[src/rtl/onehot_encoder8_serial_if.sv]
// Handshake bundle between an activation-vector producer and the serial one-hot encoder.
// The master modport is the side that offers vectors and consumes codes.
interface onehot_encoder8_serial_if;
    logic       in_valid;
    logic       in_ready;
    logic [7:0] in_vec;
    logic [2:0] code;
    logic       out_valid;
    logic       out_ready;
    logic       out_last;
    logic       none;
    logic [3:0] count;

    modport master (
        output in_valid, in_vec, out_ready,
        input  in_ready, code, out_valid, out_last, none, count
    );

    modport slave (
        input  in_valid, in_vec, out_ready,
        output in_ready, code, out_valid, out_last, none, count
    );
endinterface

[src/rtl/onehot_encoder8_serial.sv]
// Serialises an 8-bit activation vector into one 3-bit decoder code per set line,
// in priority order, so each code re-decodes to exactly one active line.
module onehot_encoder8_serial #(
    parameter int LSB_FIRST = 1
) (
    input  logic                          clk,
    input  logic                          rst,
    onehot_encoder8_serial_if.slave       bus
);

    typedef enum logic {
        IDLE = 1'b0,
        EMIT = 1'b1
    } state_t;

    state_t     state_q, state_d;
    logic [7:0] pending_q, pending_d;
    logic [2:0] code_q, code_d;
    logic       last_q, last_d;
    logic       none_q, none_d;
    logic [3:0] count_q, count_d;

    logic [2:0] cur_idx;
    logic [7:0] remaining;
    logic [2:0] next_idx;

    // Index of the line that goes out first from v (0 when v is empty).
    function automatic logic [2:0] pri_idx(input logic [7:0] v);
        logic [2:0] idx;
        idx = 3'd0;
        if (LSB_FIRST != 0) begin
            for (int k = 7; k >= 0; k--) begin
                if (v[k]) idx = 3'(k);
            end
        end else begin
            for (int k = 0; k < 8; k++) begin
                if (v[k]) idx = 3'(k);
            end
        end
        return idx;
    endfunction

    // The downstream decoder reads the line index bit-reversed.
    function automatic logic [2:0] encode(input logic [2:0] idx);
        return {idx[0], idx[1], idx[2]};
    endfunction

    function automatic logic [3:0] popcount(input logic [7:0] v);
        logic [3:0] cnt;
        cnt = 4'd0;
        for (int k = 0; k < 8; k++) begin
            cnt = cnt + {3'b000, v[k]};
        end
        return cnt;
    endfunction

    function automatic logic single_bit(input logic [7:0] v);
        return (v != 8'd0) && ((v & (v - 8'd1)) == 8'd0);
    endfunction

    always_ff @(posedge clk or posedge rst) begin
        if (rst) begin
            state_q   <= IDLE;
            pending_q <= 8'd0;
            code_q    <= 3'd0;
            last_q    <= 1'b0;
            none_q    <= 1'b0;
            count_q   <= 4'd0;
        end else begin
            state_q   <= state_d;
            pending_q <= pending_d;
            code_q    <= code_d;
            last_q    <= last_d;
            none_q    <= none_d;
            count_q   <= count_d;
        end
    end

    always_comb begin
        state_d   = state_q;
        pending_d = pending_q;
        code_d    = code_q;
        last_d    = last_q;
        none_d    = 1'b0;
        count_d   = count_q;

        cur_idx   = pri_idx(pending_q);
        remaining = pending_q & ~(8'd1 << cur_idx);
        next_idx  = pri_idx(remaining);

        case (state_q)
            IDLE: begin
                if (bus.in_valid) begin
                    pending_d = bus.in_vec;
                    count_d   = popcount(bus.in_vec);
                    if (bus.in_vec == 8'd0) begin
                        none_d = 1'b1;
                    end else begin
                        state_d = EMIT;
                        code_d  = encode(pri_idx(bus.in_vec));
                        last_d  = single_bit(bus.in_vec);
                    end
                end
            end
            EMIT: begin
                // Code and last stay frozen until the consumer takes them.
                if (bus.out_ready) begin
                    pending_d = remaining;
                    if (last_q) begin
                        state_d = IDLE;
                        last_d  = 1'b0;
                    end else begin
                        code_d = encode(next_idx);
                        last_d = single_bit(remaining);
                    end
                end
            end
            default: begin
                state_d = IDLE;
            end
        endcase
    end

    assign bus.in_ready  = (state_q == IDLE);
    assign bus.out_valid = (state_q == EMIT);
    assign bus.out_last  = last_q;
    assign bus.code      = code_q;
    assign bus.none      = none_q;
    assign bus.count     = count_q;

endmodule
[src/flat_wrapper.sv]
// flat-port wrapper written by rule: the top's interface ports become plain ports
module onehot_encoder8_serial_flat 
#(
    parameter int LSB_FIRST = 1
)
  (clk, rst, bus_in_valid, bus_in_vec, bus_out_ready, bus_in_ready, bus_code, bus_out_valid, bus_out_last, bus_none, bus_count);
  onehot_encoder8_serial_if bus_i ();
  input  logic clk;
  input  logic rst;
  input wire logic [$bits(bus_i.in_valid)-1:0] bus_in_valid;
  input wire logic [$bits(bus_i.in_vec)-1:0] bus_in_vec;
  input wire logic [$bits(bus_i.out_ready)-1:0] bus_out_ready;
  output wire logic [$bits(bus_i.in_ready)-1:0] bus_in_ready;
  output wire logic [$bits(bus_i.code)-1:0] bus_code;
  output wire logic [$bits(bus_i.out_valid)-1:0] bus_out_valid;
  output wire logic [$bits(bus_i.out_last)-1:0] bus_out_last;
  output wire logic [$bits(bus_i.none)-1:0] bus_none;
  output wire logic [$bits(bus_i.count)-1:0] bus_count;
  assign bus_i.in_valid = bus_in_valid;
  assign bus_i.in_vec = bus_in_vec;
  assign bus_i.out_ready = bus_out_ready;
  assign bus_in_ready = bus_i.in_ready;
  assign bus_code = bus_i.code;
  assign bus_out_valid = bus_i.out_valid;
  assign bus_out_last = bus_i.out_last;
  assign bus_none = bus_i.none;
  assign bus_count = bus_i.count;
  onehot_encoder8_serial #(.LSB_FIRST(LSB_FIRST)) u_core (.clk(clk), .rst(rst), .bus(bus_i));
endmodule
[config.mk]
export PLATFORM = sky130hd
export DESIGN_NAME = onehot_encoder8_serial_flat
export DESIGN_NICKNAME = d
export VERILOG_FILES = /design/src/rtl/onehot_encoder8_serial_if.sv /design/src/rtl/onehot_encoder8_serial.sv /design/src/flat_wrapper.sv
export SDC_FILE = /design/constraint.sdc
export NUM_CORES = 1
export LEC_CHECK = 0
export BUFFER_PORTS_ARGS = -buffer_cell sky130_fd_sc_hd__buf_2
export CAP_MARGIN = 20
export CELL_PAD_IN_SITES_DETAIL_PLACEMENT = 1
export CELL_PAD_IN_SITES_GLOBAL_PLACEMENT = 2
export CORE_AREA = 2 2 74 76
export DETAILED_ROUTE_END_ITERATION = 8
export DIE_AREA = 0 0 76 78
export PLACE_DENSITY = 0.83
export SYNTH_ARGS = -nofsm -noshare
export SYNTH_HDL_FRONTEND = slang
export SYNTH_SLANG_ARGS = --single-unit
export TNS_END_PERCENT = 5
[constraint.sdc]
create_clock -name clk -period 1.7 [get_ports clk]
set_input_delay 0.255 -clock clk [delete_from_list [all_inputs] [get_ports clk]]
set_output_delay 0.255 -clock clk [all_outputs]
set_load 0.01 [all_outputs]
==> impl_metrics.tcl, run 1 <==
set metrics [dict create \
    final-seq-area_sq_um 450.4 \
    start_util 0.2921 \
    synth.area.mux_share 0.02719 \
    ctsHoldBuffers 0 \
    vias_per_cell 5.007 \
    mostFrequentLayoutCells "buf_4 (37), buf_2 (20), nand2_1 (19), dfrtp_1 (18), inv_1 (13)" \
    cts_setup_buffers 0 \
    synth_compound_area_frac 0.2685 \
    clock_skew_ns 0.004675 \
    synthCells 176 \
    drv_slew 0 \
    fillers 613 \
    worst_slack_ns -0.6975 \
    cts_buffers 3 \
    io_buffers 22 \
    yosys.area_share.adder 0.1028 \
    period_minus_slack_ns 2.397 \
    finalCritPeriodShare 1.410 \
    tightest_slew_ns 0.4762 \
    ys_async_sr_fraction 1.000 \
    hpwlAfterDp_um 3609 \
    routed_wl_um 4648 \
    crit_family "adder cells" \
    htreeDepth 1 \
    rsz0062_at_grt "true" \
    row_count 26 \
    post_drt_wl_per_cell_um 15.65 \
    place_congestion 0.8067 \
    cp-end-kind "flop" \
    cts_tree "done" \
    drc 0 \
    synth_top_family_by_area "compound AO/OA/AOI/OAI gates" \
    gr-usage-all-layers 0.1698 \
    clock_path_buffers 2 \
    hold_class "input port to async pin" \
    n_antenna_cell 0 \
    slowest_stage "fa_1" \
    antenna_left 0 \
    ir_worst_vdd_mv 0.6903 \
    worstPathCellList "buf_6 -> inv_2 -> ha_4 -> inv_2 -> fa_1 -> fa_1 -> inv_1 -> fa_2 -> inv_2 -> fa_1 -> o21ai_1" \
    reg2reg_from "u_core.pending_q[1]" \
    clock_latency_ns 0.27 \
    first_global_vias 1561 \
    setup_violations 8 \
    synthFlopType "dfrtp_1" \
    vias 1487 \
    core_sq_mm 0.005042 \
    gr-total-overflow 0 \
    r2r_setup_slack_ns -0.21 \
    drt_iter0_drc 57 \
    max_slew_margin 0.6785 \
    cts_root_buffer "clkbuf_8" \
    stdcell_area_sq_mm 0.001986 \
    path_clk_slew_ns 0.08 \
    violations "negative setup slack" \
    fmax_mhz 417.1 \
    final_core_util 0.3938 \
    syn_to_final_growth_pct 34.83 \
    io_pins 23 \
    crit_start "bus_in_vec[0]" \
    grt_max_degree 30 \
    critPathMaxFanout 2 \
    arrival_ns 2.59 \
    power_density_mw_per_mm2 1752 \
    dieArea_sq_mm 0.005928 \
    dpl_cell_area_sq_mm 0.001881 \
    crit_path_max_incr_delay_ns 0.49 \
    cap_viol_max_count 0 \
    cp_data_required_time_ns 1.89 \
    post-place-ws_ns -1.107 \
    multi_input_area_sq_um 917.1 \
    status "complete, but fails checks" \
    synth_warnings 0 \
    cp_num_buf_inv 5 \
    drive_gt1_frac 0.3524 \
    syn_nets 196 \
    die_y_um 78 \
    syn-cell-area_sq_mm 0.001473 \
    seq_area_frac_synth 0.3059 \
    worst-r2r-cell-count 6 \
    synth.avg_cell_area_sq_um 8.367 \
    start_kind "input port" \
    synth_xor_area_frac 0.01189 \
    power_mw 3.478 \
    final_common_cell "buf_4" \
    firstDrtPassIters 4 \
    synth_edf_count 0 \
    cts.sinks 18 \
    critPathKind "input port to flop" \
    final_nets 248 \
    grt_pass1_wl_um 8093 \
    yosysUniqueCellTypes 47 \
    ys_ff_latch 18 \
    report.final.hold_viol_count 0 \
    die_x_um 76 \
    grt_antenna_before_repair 0 \
    synth-simple-area-share 0.1878 \
    holdWs_ns 0.001040 \
    worstReg2RegEnd "u_core.bus.code[1]" \
    p_leak_nw 0.9422 \
]
## tightest hold or removal path, cell delays in order
cell	delay (ns)
buf_2	0.09
inv_1	0.04
buf_4	0.26
## Yosys cell counts, types with 3 or more instances
library cell	instances	area, sq um
dfrtp_1	18	450.4
clkbuf_1	6	22.52
nor4_1	4	25.02
inv_1	17	63.81
a21oi_1	6	30.03
nor2_1	10	37.54
nand3_1	4	20.02
a22o_1	4	35.03
a31oi_1	4	25.02
o311ai_0	5	43.79
ha_1	4	50.05
fa_1	4	80.08
mux2i_1	4	40.04
nor3_1	3	15.01
nor2b_1	7	43.79
nand2_1	19	71.32
o21ai_0	16	80.08
o22ai_1	3	18.77
## layout make-up
class	instances	share of cell area
repair buffers	60	0.2073
clock buffers	4	0.02773
well taps	70	0.04411
multi-input cells	128	0.4619
inverters	17	0.03214
flip-flops and latches	18	0.2268
## through the flow
step / std cells / setup TNS (ns)
5_1_grt: 297 / -3.585
3_3_place_gp: 293 / -3.790
6_report: 297 / -2.729
4_1_cts: 297 / -3.025
3_5_place_dp: 293 / -4.254
2_1_floorplan: 176 / -3.216
## worst max path at each step
stage               depth (start not counted)                   to  slack, ns
finish                                     11  u_core.bus.count[1]      -0.70
global route                               11  u_core.bus.count[1]      -0.82
CTS                                        12  u_core.bus.count[2]      -0.76
detailed placement                         12  u_core.bus.count[2]      -1.11
global placement                           11  u_core.bus.count[1]      -0.98
floorplan                                  10  u_core.bus.count[1]      -0.83
## registers in the layout (all words and copies together), names as in the netlist
| name | count |
|---|---|
| u_core.bus.code | 3 |
| u_core.bus.count | 4 |
| u_core.bus.out_valid | 1 |
| u_core.bus.out_last | 1 |
| u_core.pending_q | 8 |
| u_core.bus.none | 1 |
## cells by family after synthesis
family,count (synthesis)
AND/OR/NAND/NOR,55
adder cells (fa/ha/maj),10
XOR/XNOR,2
multiplexers,4
AO/OA/AOI/OAI,57
buffers and inverters,30
flip-flops,18
## where the power goes
group	internal, mW	switching, mW	total (mW)
registers	0.611	0.132	0.742
logic	1.12	1.24	2.36
clock network	0.207	0.173	0.379
## layer usage
layer	vias up	share of wire	GRT usage
met5	-	0	0
met4	0	0.013	0.04545
met3	7	0.028	0.02093
met2	24	0.46	0.2741
met1	723	0.49	0.2406
li1	733	-	-
## what timing repair did
| action | 4_1_cts | 5_1_grt |
|---|---|---|
| pin swaps | 3 | 0 |
| endpoints found under the setup margin | 10 | 11 |
| resized for setup | 8 | 9 |
| cloned | 0 | 0 |
(Power assumes the default switching activity.)
==> inputs of run 2 (changes only) <==
- CELL_PAD_IN_SITES_GLOBAL_PLACEMENT: 2 -> 1
- CORE_AREA: 2 2 74 76 -> 2 2 56 79
- DIE_AREA: 0 0 76 78 -> 0 0 58 81
- PLACE_DENSITY: 0.83 -> 0.85
==> run 2 against run 1 <==
Against the previous run: worst setup slack got worse by 0.018 ns; global-route usage grew 4.8 points; hold slack better by 0.12 ns; the flow still finishes with violations (negative setup slack); sequential share of layout area increased by 0.76 points; clock skew shrank 0.00088 ns; core utilization up 8.0 points; wire length grew 6.8%; flip-flop and latch count did not move; clock-buffer cell count down 1; non-clock buffer count decreased by 6.
==> impl_metrics.tcl, run 2 (synthesized netlist as in run 1, its figures left out) <==
set metrics [dict create \
    status "complete, but fails checks" \
    violations "negative setup slack" \
    grt_antenna_before_repair 0 \
    reg2reg_from "u_core.pending_q[0]" \
    arrival_ns 2.60 \
    critPathKind "input port to flop" \
    stdcell_area_sq_mm 0.001927 \
    cts.sinks 18 \
    max_slew_margin 0.5075 \
    start_kind "input port" \
    gr-usage-all-layers 0.2178 \
    drt_iter0_drc 43 \
    hold_class "input port to async pin" \
    worst_slack_ns -0.7155 \
    ir_worst_vdd_mv 0.8506 \
    power_density_mw_per_mm2 1769 \
    final_core_util 0.4741 \
    mostFrequentLayoutCells "buf_4 (31), buf_2 (20), nand2_1 (19), dfrtp_1 (17), inv_1 (12)" \
    fillers 477 \
    vias_per_cell 5.736 \
    path_clk_slew_ns 0.07 \
    vias 1520 \
    io_pins 23 \
    die_x_um 58 \
    io_buffers 22 \
    finalCritPeriodShare 1.421 \
    htreeDepth 1 \
    report.final.hold_viol_count 0 \
    core_sq_mm 0.004064 \
    gr-total-overflow 0 \
    tightest_slew_ns 0.7380 \
    tns_ns -2.968 \
    period_minus_slack_ns 2.416 \
    drv_slew 0 \
    firstDrtPassIters 4 \
    hpwlAfterDp_um 3541 \
    worstReg2RegEnd "u_core.bus.code[1]" \
    met2WireLength_um 2791 \
    clock_path_buffers 2 \
    cts_tree "done" \
    place_congestion 0.8384 \
    setup_violations 9 \
    clock_skew_ns 0.003794 \
    grt_max_degree 30 \
    met3_length_um 108 \
    drc 0 \
    cp-end-kind "flop" \
    worstPathCellList "buf_8 -> inv_4 -> ha_4 -> inv_2 -> fa_1 -> fa_1 -> inv_2 -> fa_2 -> inv_2 -> fa_1 -> o21ai_1" \
    row_count 28 \
    post_drt_wl_per_cell_um 18.73 \
    power_mw 3.409 \
    r2r_setup_slack_ns -0.16 \
    slowest_stage "fa_1" \
    cts_root_buffer "clkbuf_8" \
    die_y_um 81 \
    antenna_left 0 \
    n_antenna_cell 0 \
    clock_latency_ns 0.25 \
    cts_buffers 3 \
    start_util 0.3624 \
    drive_gt1_frac 0.3591 \
    grt_pass1_wl_um 7817 \
    dieArea_sq_mm 0.004698 \
    wl_met1_um 1895 \
    top_layer "met4" \
    largest-register "u_core.pending_q" \
    rsz0062_at_grt "true" \
    final_nets 242 \
    dpl_cell_area_sq_mm 0.001789 \
    post-place-ws_ns -1.054 \
    cap_viol_max_count 0 \
    worst-r2r-cell-count 6 \
    fmax_mhz 414.0 \
    final_common_cell "buf_4" \
    p_leak_nw 0.9115 \
    crit_path_max_incr_delay_ns 0.52 \
    largest_register_ffs 8 \
    routed_wl_um 4963 \
    critPathMaxFanout 2 \
    syn_to_final_growth_pct 30.84 \
    first_global_vias 1645 \
    cp_data_required_time_ns 1.88 \
]
## run 2: cell types whose count changed in the layout (fill, tap and decap cells not counted), sizes merged
cell and delta:
buf -6, clkbuf -1
## run 2: power by group
part           switching [mW]  leakage [nW]  internal [mW]
logic                    1.22         0.663           1.08
registers               0.192         0.227          0.613
clock network           0.141        0.0216          0.157
total                    1.56         0.912           1.85
## run 2: through the flow
stage | instances | hold WS [ns]
after detailed placement | 260 | 0.4022
after global placement | 260 | 0.4009
after floorplan | 176 | 0.1936
after global routing | 265 | 0.1854
after CTS | 264 | 0.1306
final | 265 | 0.1212
## run 2: worst max-delay path, delay by kind of cell
family	cells	cell delay, ns
fa+ha+maj	5	1.95
buf+inv	5	0.25
compound gates	1	0.13
## run 2: per-layer routing
layer | GRT usage | up-vias
met4 | 0.1000 | 0
met1 | 0.2371 | 749
met2 | 0.4136 | 40
met5 | 0 | -
met3 | 0.02229 | 14
li1 | - | 717
## run 2: repair_timing
action                                  CTS  global route
gates resized for setup                  17             9
hold buffers                              0             0
endpoints found under the hold margin     0             0
endpoints found under the setup margin   11            11
setup buffers                             1             1
pin swaps                                12             3
## run 2: layout make-up
type,count,area (sq um),share of cell area
multi-input cells,128,934.6,0.4851
flip-flops and latches,18,451.7,0.2344
repair buffers,54,374.1,0.1942
inverters,17,68.82,0.03571
well taps,45,56.30,0.02922
clock buffers,3,41.29,0.02143
## run 2: worst max path at each step
stage,from,endpoint,slack (ns),depth (start not counted)
finish,bus_in_vec[0],u_core.bus.count[1],-0.72,11
global route,bus_in_vec[0],u_core.bus.count[2],-0.78,12
CTS,bus_in_vec[0],u_core.bus.count[1],-0.76,11
detailed placement,bus_in_vec[0],u_core.bus.count[1],-1.05,11
global placement,bus_in_vec[0],u_core.bus.count[1],-0.98,11
floorplan,bus_in_vec[0],u_core.bus.count[1],-0.83,10
